### src/rtl/fp_mul_iter.sv
// rtl/fp_mul_iter.sv - multi-cycle IEEE-754-style multiplier, radix-2 shift-add, RNE, flush-to-zero
// Special operands resolve at accept; normal operands iterate in MUL, then round once in NORM.
module fp_mul_iter #(
    parameter int  E_WIDTH = 8,
    parameter int  F_WIDTH = 23,
    localparam int W       = 1 + E_WIDTH + F_WIDTH
) (
    input  logic         clk,
    input  logic         rst,
    input  logic         in_valid,
    output logic         in_ready,
    input  logic [W-1:0] para1,
    input  logic [W-1:0] para2,
    output logic         out_valid,
    input  logic         out_ready,
    output logic [W-1:0] out,
    output logic         overflow,
    output logic         underflow,
    output logic         invalid
);
    localparam int E_BIAS = 2 ** (E_WIDTH - 1) - 1;
    localparam int SW     = F_WIDTH + 1;
    localparam int PW     = 2 * SW;
    localparam int CW     = $clog2(F_WIDTH + 1);
    localparam int EW     = E_WIDTH + 2;

    localparam logic [EW-1:0] BIAS_X = EW'(E_BIAS);
    localparam logic [EW-1:0] E_MAX  = EW'(2 ** E_WIDTH - 1);
    localparam logic [W-1:0]  QNAN   = {1'b0, {E_WIDTH{1'b1}}, 1'b1, {(F_WIDTH-1){1'b0}}};

    typedef enum logic [1:0] {IDLE, MUL, NORM, DONE} state_t;

    state_t          state_q;
    logic            sign_q;
    logic [EW-1:0]   exp_q;
    logic [PW-1:0]   acc_q;
    logic [PW-1:0]   mcand_q;
    logic [SW-1:0]   mplier_q;
    logic [CW-1:0]   cnt_q;
    logic [W-1:0]    out_q;
    logic            ovf_q;
    logic            unf_q;
    logic            inv_q;

    logic                sign_a, sign_b;
    logic [E_WIDTH-1:0]  exp_a, exp_b;
    logic [F_WIDTH-1:0]  frac_a, frac_b;
    logic                a_nan, b_nan, a_inf, b_inf, a_zero, b_zero;
    logic                sp_nan, sp_inf, sp_zero;

    assign {sign_a, exp_a, frac_a} = para1;
    assign {sign_b, exp_b, frac_b} = para2;

    assign a_zero  = ~|exp_a;
    assign b_zero  = ~|exp_b;
    assign a_nan   = (&exp_a) && (|frac_a);
    assign b_nan   = (&exp_b) && (|frac_b);
    assign a_inf   = (&exp_a) && ~|frac_a;
    assign b_inf   = (&exp_b) && ~|frac_b;
    assign sp_nan  = a_nan || b_nan || (a_inf && b_zero) || (b_inf && a_zero);
    assign sp_inf  = a_inf || b_inf;
    assign sp_zero = a_zero || b_zero;

    // One shared adder: MUL accumulates through it, NORM folds in the final (hidden-bit) iteration.
    logic [PW-1:0]      prod_d;
    logic [PW-1:0]      shifted_d;
    logic               norm_d, guard_d, sticky_d, inc_d, carry_d;
    logic [SW:0]        rnd_d;
    logic [F_WIDTH-1:0] frac_d;
    logic [EW-1:0]      e_d;
    logic               ovf_d, unf_d;

    assign prod_d    = acc_q + (mplier_q[0] ? mcand_q : '0);
    assign norm_d    = prod_d[PW-1];
    assign shifted_d = norm_d ? prod_d : (prod_d << 1);
    assign guard_d   = shifted_d[F_WIDTH];
    assign sticky_d  = |shifted_d[F_WIDTH-1:0];
    assign inc_d     = guard_d && (sticky_d || shifted_d[F_WIDTH+1]);
    assign rnd_d     = {1'b0, shifted_d[PW-1 -: SW]} + {{SW{1'b0}}, inc_d};
    assign carry_d   = rnd_d[SW];
    assign frac_d    = carry_d ? rnd_d[F_WIDTH:1] : rnd_d[F_WIDTH-1:0];
    assign e_d       = exp_q + {{(EW-1){1'b0}}, norm_d} + {{(EW-1){1'b0}}, carry_d};
    assign ovf_d     = $signed(e_d) >= $signed(E_MAX);
    assign unf_d     = e_d[EW-1] || (e_d == '0);

    always_ff @(posedge clk) begin
        if (rst) begin
            state_q  <= IDLE;
            sign_q   <= 1'b0;
            exp_q    <= '0;
            acc_q    <= '0;
            mcand_q  <= '0;
            mplier_q <= '0;
            cnt_q    <= '0;
            out_q    <= '0;
            ovf_q    <= 1'b0;
            unf_q    <= 1'b0;
            inv_q    <= 1'b0;
        end else begin
            case (state_q)
                IDLE: if (in_valid) begin
                    sign_q   <= sign_a ^ sign_b;
                    exp_q    <= {2'b00, exp_a} + {2'b00, exp_b} - BIAS_X;
                    acc_q    <= '0;
                    mcand_q  <= {{SW{1'b0}}, 1'b1, frac_a};
                    mplier_q <= {1'b1, frac_b};
                    cnt_q    <= CW'(F_WIDTH);
                    if (sp_nan) begin
                        out_q   <= QNAN;
                        {ovf_q, unf_q, inv_q} <= 3'b001;
                        state_q <= DONE;
                    end else if (sp_inf) begin
                        out_q   <= {sign_a ^ sign_b, {E_WIDTH{1'b1}}, {F_WIDTH{1'b0}}};
                        {ovf_q, unf_q, inv_q} <= 3'b000;
                        state_q <= DONE;
                    end else if (sp_zero) begin
                        out_q   <= {sign_a ^ sign_b, {(W-1){1'b0}}};
                        {ovf_q, unf_q, inv_q} <= 3'b000;
                        state_q <= DONE;
                    end else begin
                        state_q <= MUL;
                    end
                end
                // F_WIDTH iterations here; the last one completes inside NORM via prod_d.
                MUL: begin
                    acc_q    <= prod_d;
                    mcand_q  <= mcand_q << 1;
                    mplier_q <= mplier_q >> 1;
                    cnt_q    <= cnt_q - CW'(1);
                    if (cnt_q == CW'(1)) state_q <= NORM;
                end
                NORM: begin
                    if (ovf_d) begin
                        out_q <= {sign_q, {E_WIDTH{1'b1}}, {F_WIDTH{1'b0}}};
                        {ovf_q, unf_q, inv_q} <= 3'b100;
                    end else if (unf_d) begin
                        out_q <= {sign_q, {(W-1){1'b0}}};
                        {ovf_q, unf_q, inv_q} <= 3'b010;
                    end else begin
                        out_q <= {sign_q, e_d[E_WIDTH-1:0], frac_d};
                        {ovf_q, unf_q, inv_q} <= 3'b000;
                    end
                    state_q <= DONE;
                end
                DONE: if (out_ready) state_q <= IDLE;
                default: state_q <= IDLE;
            endcase
        end
    end

    assign in_ready  = (state_q == IDLE);
    assign out_valid = (state_q == DONE);
    assign out       = out_q;
    assign overflow  = ovf_q;
    assign underflow = unf_q;
    assign invalid   = inv_q;
endmodule

### config.mk
export PLATFORM = sky130hd
export DESIGN_NAME = fp_mul_iter
export DESIGN_NICKNAME = d
export VERILOG_FILES = /design/src/rtl/fp_mul_iter.sv
export SDC_FILE = /design/constraint.sdc
export NUM_CORES = 1
export LEC_CHECK = 0
export CAP_MARGIN = 20
export CORE_MARGIN = 8
export CORE_UTILIZATION = 50
export CTS_CLUSTER_SIZE = 20
export DETAILED_ROUTE_END_ITERATION = 16
export DONT_BUFFER_PORTS = 1
export GPL_TIMING_DRIVEN = 0
export PLACE_DENSITY = 0.74
export SKIP_CTS_REPAIR_TIMING = 1
export SYNTH_ARGS = -nofsm -noshare
export SYNTH_HDL_FRONTEND = slang
export SYNTH_SLANG_ARGS = --single-unit
### constraint.sdc
create_clock -name clk -period 8.19 [get_ports clk]
set_input_delay 1.2285 -clock clk [delete_from_list [all_inputs] [get_ports clk]]
set_output_delay 1.2285 -clock clk [all_outputs]
set_load 0.01 [all_outputs]
==> results of run 1 <==
## logic make-up after synthesis
| family | share of synthesized area [%] |
|---|---|
| mux | 4.59 |
| buf+inv | 4.57 |
| compound gates | 26.7 |
| flops | 27.8 |
| xor+xnor | 4.78 |
| simple gates | 24.2 |
| fa+ha+maj | 7.44 |
## Yosys cell counts (all sizes together) (6+ instances only)
| cell | number |
|---|---|
| a22oi | 76 |
| nand4 | 44 |
| buf | 35 |
| inv | 32 |
| nor2 | 208 |
| a2111oi | 9 |
| xor2 | 31 |
| or3 | 8 |
| and4 | 11 |
| ha | 71 |
| nor2b | 7 |
| a31oi | 19 |
| o21a | 12 |
| a211o | 7 |
| or2 | 11 |
| dfxtp | 173 |
| a21boi | 6 |
| nand2b | 10 |
| a311oi | 6 |
| nand2 | 125 |
| nor3 | 33 |
| or4 | 11 |
| xnor2 | 37 |
| mux2 | 7 |
| and2 | 63 |
| a21o | 18 |
| and3 | 11 |
| o21ai | 75 |
| clkbuf | 67 |
| nor4 | 20 |
| mux2i | 49 |
| a211oi | 63 |
| a21oi | 94 |
| a22o | 13 |
| o211ai | 14 |
| nand3 | 27 |
## worst paths after layout
path | startpoint | endpoint | depth (start not counted)
worst max-delay path | mplier_q[0] | out[22] | 38
worst max register to register | mplier_q[0] | out[22] | 38
worst min-delay path | mplier_q[1] | mplier_q[1] | 2
worst min register to register | mplier_q[1] | mplier_q[1] | 2
## critical path, delay by kind of cell (launching register included)
family,cells,cell delay (ns)
XOR/XNOR,2,0.38
buffers and inverters,9,1.41
AND/OR/NAND/NOR,17,3.30
flip-flops,1,0.35
adder cells (fa/ha/maj),4,0.93
AO/OA/AOI/OAI,6,1.35
## area by class of cell
cell class	instances	area share, %
multi-input combinational	1259	62.3
sequential	173	25.0
buffer	101	3.39
clock buffer	17	3.07
tap	330	2.98
clock inverter	15	1.44
timing repair buffer	16	0.868
inverter	32	0.868
antenna	1	0.0181
## metal layers
| metal | vias to the layer above | track usage, % |
|---|---|---|
| li1 | 5860 | - |
| met2 | 542 | 40.4 |
| met1 | 5861 | 31.7 |
| met4 | 0 | 9.37 |
| met3 | 92 | 4.38 |
| met5 | - | 0 |
## flip-flops by register name, summed over array words and instances, names as in the netlist
register / cells
out: 32
mplier_q: 24
acc_q: 48
invalid: 1
mcand_q: 48
overflow: 1
underflow: 1
exp_q: 10
cnt_q: 5
state_q: 2
sign_q: 1
## stage by stage
stage,worst slack (ns),utilization [%],total power [mW],cell area [um^2],cells
finish,0.316,55.8,3.27,13800,1944
global route,-0.0465,55.8,3.44,13800,1944
CTS,-1.13,54.4,3.21,13500,1928
detailed placement,-1.08,51.9,2.36,12900,1896
global placement,-0.954,51.9,2.33,12900,1896
floorplan,0.910,-,2.01,12500,1566
## power breakdown
group / switching [mW] / internal (mW)
clock: 0.416 / 0.442
combinational: 0.849 / 0.439
sequential: 0.118 / 1.00
total: 1.38 / 1.88
==> metrics.md, run 1 <==
| Metric | Value |
|---|---|
| Met3 wire length | `3150 um` |
| Vias | `12400` |
| Crit path arrival time | `8.18 ns` |
| Worst-path fanout max | `19` |
| All-Layer GR Usage | `24.6%` |
| Worst slew pin tran | `1.23 ns` |
| Max_slew headroom | `17.5%` |
| Area Overhead vs Synth | `11.0%` |
| Final period utilization | `96.1%` |
| CP Capture Type | `flip-flop` |
| Synth Net Count | `1707` |
| Initial Util | `50.3%` |
| Grt ovf | `0` |
| Detailed Route WL | `39100 um` |
| Sinks on Clock Net | `173` |
| Setup_tns | `0 ns` |
| Syn avg cell area | `7.96 um^2` |
| Slowest stage delay, CP | `0.45 ns` |
| Fillers | `2355` |
| Largest net degree at the start of global routing | `20` |
| # rows | `58` |
| Layout Nets | `1741` |
| Drt drc | `0` |
| Min cycle time layout | `7.87 ns` |
| Post-synthesis instance area | `12500 um^2` |
| DR WL/cell | `20.1 um` |
| 1st-iter DRT viols | `1033` |
| Area occupied by multi-input gates | `8630 um^2` |
| Hold Path Class | `flip-flop to flip-flop` |
| Htree depth | `4` |
| Startpoint class of the critical path | `flip-flop` |
| CP Class | `flip-flop to flip-flop` |
| Yosys top cell area share | `27.8%` |
| Maximum vdd drop | `0.181 mV` |
| EDFF count, synth | `0` |
| Vias per Instance | `6.36` |
| Cells after Synth | `1566` |
| # IOs | `105` |
| Yosys cell types | `104` |
| Max Buffers Root-to-Sink | `2` |
| Status | `complete, no violations` |
| Final Hold Fails | `0` |
| Die area | `30300 um^2` |
| CTS tree | `yes` |
| HPWL Detailed | `30400 um` |
| Clk_lat worst skew | `0.45 ns` |
| Drt pass-1 iters | `6` |
| Worst Hold Slack | `0.499 ns` |
| WP data required | `8.50 ns` |
| Uppermost layer routed | `met4` |
| Die H | `174 um` |
| DR WL met2 | `18100 um` |
| Fraction of registers with async set/reset | `0%` |
| Slew Limit Fails | `0` |
| Power density over the cells | `236 nW/um^2` |
| Inserted Clock Buffers | `17` |
| Core Region | `24800 um^2` |
| Seq/Total Area, Yosys | `27.8%` |
| Max Clk Rate | `127 MHz` |
| Setup Skew | `0.0173 ns` |
| Slowest-stage cell, CP | `a2111oi_4` |
| #FFs+latches synth | `173` |
| Ys flop type | `dfxtp_1` |
| Final setup viols | `0` |
| Commonest non-fill, non-tap cells in the layout | `nor2_1, dfxtp_1, nand2_1, a21oi_1, a22oi_1` |
| Detail Route Antenna Nets | `0` |
| Met1 WL | `16600 um` |
| Cell taking the most area after synthesis | `dfxtp_1` |
| Clk slew on worst S/H paths | `0.08 ns` |
| Ys Warns | `0` |
| Reg2reg setup slack | `0.32 ns` |
| Die Wd | `174 um` |
| First-pass GRT wire length | `61200 um` |
| Most common library cell in the layout ignoring fill and taps | `nor2_1` |
| Max_cap viols | `0` |
| Port bufs | `0` |
| GPL Wtd Cong | `0.958` |
| Leakage Power | `5.40 nW` |
| Root buf cell | `clkbuf_16` |
| Reg area | `3460 um^2` |
| Layout cells sized above 1 | `10.5%` |
| Initial antenna violation count | `1` |
| Largest cells by area after synthesis | `dfxtp_1, ha_1, nor2_1` |
| Via count of the first global-routing pass | `11500` |
(Power assumes the default switching activity.)
==> run 2: changes to the inputs <==
--- a/config.mk
+++ b/config.mk
@@ -5,14 +5,15 @@
 export SDC_FILE = /design/constraint.sdc
 export NUM_CORES = 1
 export LEC_CHECK = 0
+export ABC_AREA = 1
 export CAP_MARGIN = 20
 export CORE_MARGIN = 8
-export CORE_UTILIZATION = 50
+export CORE_UTILIZATION = 24
 export CTS_CLUSTER_SIZE = 20
 export DETAILED_ROUTE_END_ITERATION = 16
 export DONT_BUFFER_PORTS = 1
 export GPL_TIMING_DRIVEN = 0
-export PLACE_DENSITY = 0.74
+export PLACE_DENSITY = 0.46
 export SKIP_CTS_REPAIR_TIMING = 1
 export SYNTH_ARGS = -nofsm -noshare
 export SYNTH_HDL_FRONTEND = slang
==> run 2 against run 1 <==
  * Combinational power is 24% lower
  * Via count rose by 13%
  * Clock power fell by 0.9%
  * First-iteration DRC count shrank 9.1%
  * Critical path depth up 7
  * Routed wire length is 23% higher
  * Critical endpoint is now out[13]
  * Largest power group is now sequential cells
==> metrics.md, run 2 <==
| Metric | Value |
|---|---|
| Status | `complete, no violations` |
| Cells after Synth | `2307` |
| Vias per Instance | `4.52` |
| Setup_tns | `0 ns` |
| RSZ-0062 raised after global routing | `false` |
| Share of power burned in registers | `36.9%` |
| Final core utilization | `26.9%` |
| WP data required | `8.58 ns` |
| Switch share | `41.5%` |
| Layout Nets | `2467` |
| Ys Warns | `0` |
| Drt pass-1 iters | `5` |
| EDFF count, synth | `0` |
| # rows | `87` |
| Max_cap viols | `0` |
| Area Overhead vs Synth | `11.3%` |
| Setup Skew | `0.0172 ns` |
| Root buf cell | `clkbuf_16` |
| Layout cells sized above 1 | `5.77%` |
| Power density over the cells | `192 nW/um^2` |
| Detailed Route WL | `48100 um` |
| DR WL/cell | `15.5 um` |
| GPL Wtd Cong | `0.900` |
| Core Region | `56100 um^2` |
| HPWL Detailed | `40500 um` |
| Hold Crit Start | `mcand_q[47]` |
| Drt drc | `0` |
| Final setup viols | `0` |
| Post-synthesis instance area | `13600 um^2` |
| Port bufs | `0` |
| Inserted Clock Buffers | `17` |
| Leakage Power | `7.41 nW` |
| Yosys top cell area share | `25.6%` |
| Largest cells by area after synthesis | `dfxtp_1, nand2_1, inv_1` |
| Hold Path Class | `flip-flop to flip-flop` |
| Htree depth | `4` |
| Commonest non-fill, non-tap cells in the layout | `nand2_1, inv_1, nor2_1, dfxtp_1, a21oi_1` |
| Worst Hold Slack | `0.467 ns` |
| Comb power frac | `33.7%` |
| Initial Util | `24.2%` |
| Crit path arrival time | `7.70 ns` |
| CP bufs+invs | `11` |
| Max Clk Rate | `137 MHz` |
| Largest net degree at the start of global routing | `17` |
| All-Layer GR Usage | `14.9%` |
| Cell taking the most area after synthesis | `dfxtp_1` |
| Pint | `1.69 mW` |
| CP Capture Type | `flip-flop` |
| Slowest-stage cell, CP | `dfxtp_1` |
| Max_slew headroom | `51.0%` |
| Detail Route Antenna Nets | `0` |
| Yosys cell types | `48` |
| Final period utilization | `89.3%` |
| Count leader, synth | `nand2_1` |
| 1st-iter DRT viols | `939` |
| Ys flop type | `dfxtp_1` |
| First-pass GRT wire length | `75600 um` |
| Worst slew pin tran | `0.728 ns` |
| Delay-heaviest family, CP | `simple AND/OR/NAND/NOR gates` |
| Seq/Total Area, Yosys | `25.6%` |
| Final Hold Fails | `0` |
| Synth Net Count | `2448` |
| Worst-path fanout max | `10` |
| Clk slew on worst S/H paths | `0.07 ns` |
| Most frequent cells after synthesis | `nand2_1, inv_1, nor2_1` |
| Maximum vdd drop | `0.160 mV` |
| Most common library cell in the layout ignoring fill and taps | `nand2_1` |
| CP Class | `flip-flop to flip-flop` |
| Die H | `254 um` |
| Critical Path Source | `mplier_q[0]` |
| Clk_lat worst skew | `0.46 ns` |
| Die area | `64300 um^2` |
| Slowest stage delay, CP | `0.42 ns` |
| Sinks on Clock Net | `173` |
| Grt ovf | `0` |
| Vias | `14000` |
| Min cycle time layout | `7.31 ns` |
| Slew Limit Fails | `0` |
| Clock power share | `29.4%` |
| Sw Pwr | `1.20 mW` |
| Initial antenna violation count | `0` |
| Syn avg cell area | `5.87 um^2` |
| Via count of the first global-routing pass | `13800` |
| Fraction of registers with async set/reset | `0%` |
| Ant diodes | `0` |
| Die Wd | `254 um` |
| Startpoint class of the critical path | `flip-flop` |
| CTS tree | `yes` |
| Critical R2R Launch | `mplier_q[0]` |
| # IOs | `105` |
| #FFs+latches synth | `173` |
| Max Buffers Root-to-Sink | `2` |
==> run 2: changes by cell type in the layout (fill, tap and decap cells not counted), sizes merged, moves of 49 or more <==
cell,before,now
inv,38,362
nand3,27,107
a22oi,76,0
and2,63,3
mux2i,49,0
a211oi,63,2
nand2,125,869
==> run 2: final timing paths <==
| kind | slack, ns | endpoint | cells past startpoint |
|---|---|---|---|
| min | 0.47 | mcand_q[47] | 2 |
| max | 0.88 | out[13] | 45 |
| min reg2reg | 0.47 | mcand_q[47] | 2 |
| max reg2reg | 0.88 | out[13] | 45 |
==> run 2: stage by stage <==
step / std cells / total power, mW / area (um^2) / worst slack (ns)
after global routing: 3095 / 3.09 / 15100 / 0.0956
after global placement: 3063 / 2.04 / 14500 / 0.619
final: 3095 / 2.89 / 15100 / 0.875
after floorplan: 2307 / 1.73 / 13600 / 2.39
after detailed placement: 3063 / 2.06 / 14500 / 0.528
after CTS: 3095 / 2.92 / 15100 / 0.481
==> run 2: area by class of cell <==
cell class | count | area [um^2]
fill | 6431 | 41000
multi-input combinational | 1696 | 8370
sequential | 173 | 3460
inverter | 363 | 1360
tap | 756 | 946
clock buffer | 22 | 454
buffer | 75 | 355
clock inverter | 10 | 128
==> run 2: power groups by stage <==
stage               registers [mW]  clock network, mW  logic [mW]
CTS                           1.07              0.873       0.982
finish                        1.07              0.850       0.974
floorplan                     1.05                  0       0.677
detailed placement            1.08                  0       0.978
global route                  1.08              0.904        1.10
global placement              1.08                  0       0.963
==> run 2: worst register-to-register path: cells and delay by family, from the launching register on <==
kind / cells / cell delay (ns)
buffers and inverters: 11 / 1.88
XOR/XNOR: 2 / 0.42
adder cells (fa/ha/maj): 4 / 0.87
AND/OR/NAND/NOR: 25 / 3.06
AO/OA/AOI/OAI: 3 / 0.60
flip-flops: 1 / 0.42
==> run 2: cells by family after synthesis <==
logic type      count (synthesis)  share of synthesized area, %
xor+xnor                       56                          3.62
fa+ha+maj                      73                          6.85
compound gates                290                          11.6
flops                         173                          25.6
simple gates                 1277                          39.7
buf+inv                       438                          12.7
==> run 2: layer usage <==
| layer | track usage (%) | part of all wire, % |
|---|---|---|
| met5 | 0 | 0 |
| met4 | 3.82 | 1.6 |
| met3 | 2.53 | 4.6 |
| met2 | 25.7 | 47 |
| met1 | 19.1 | 46 |
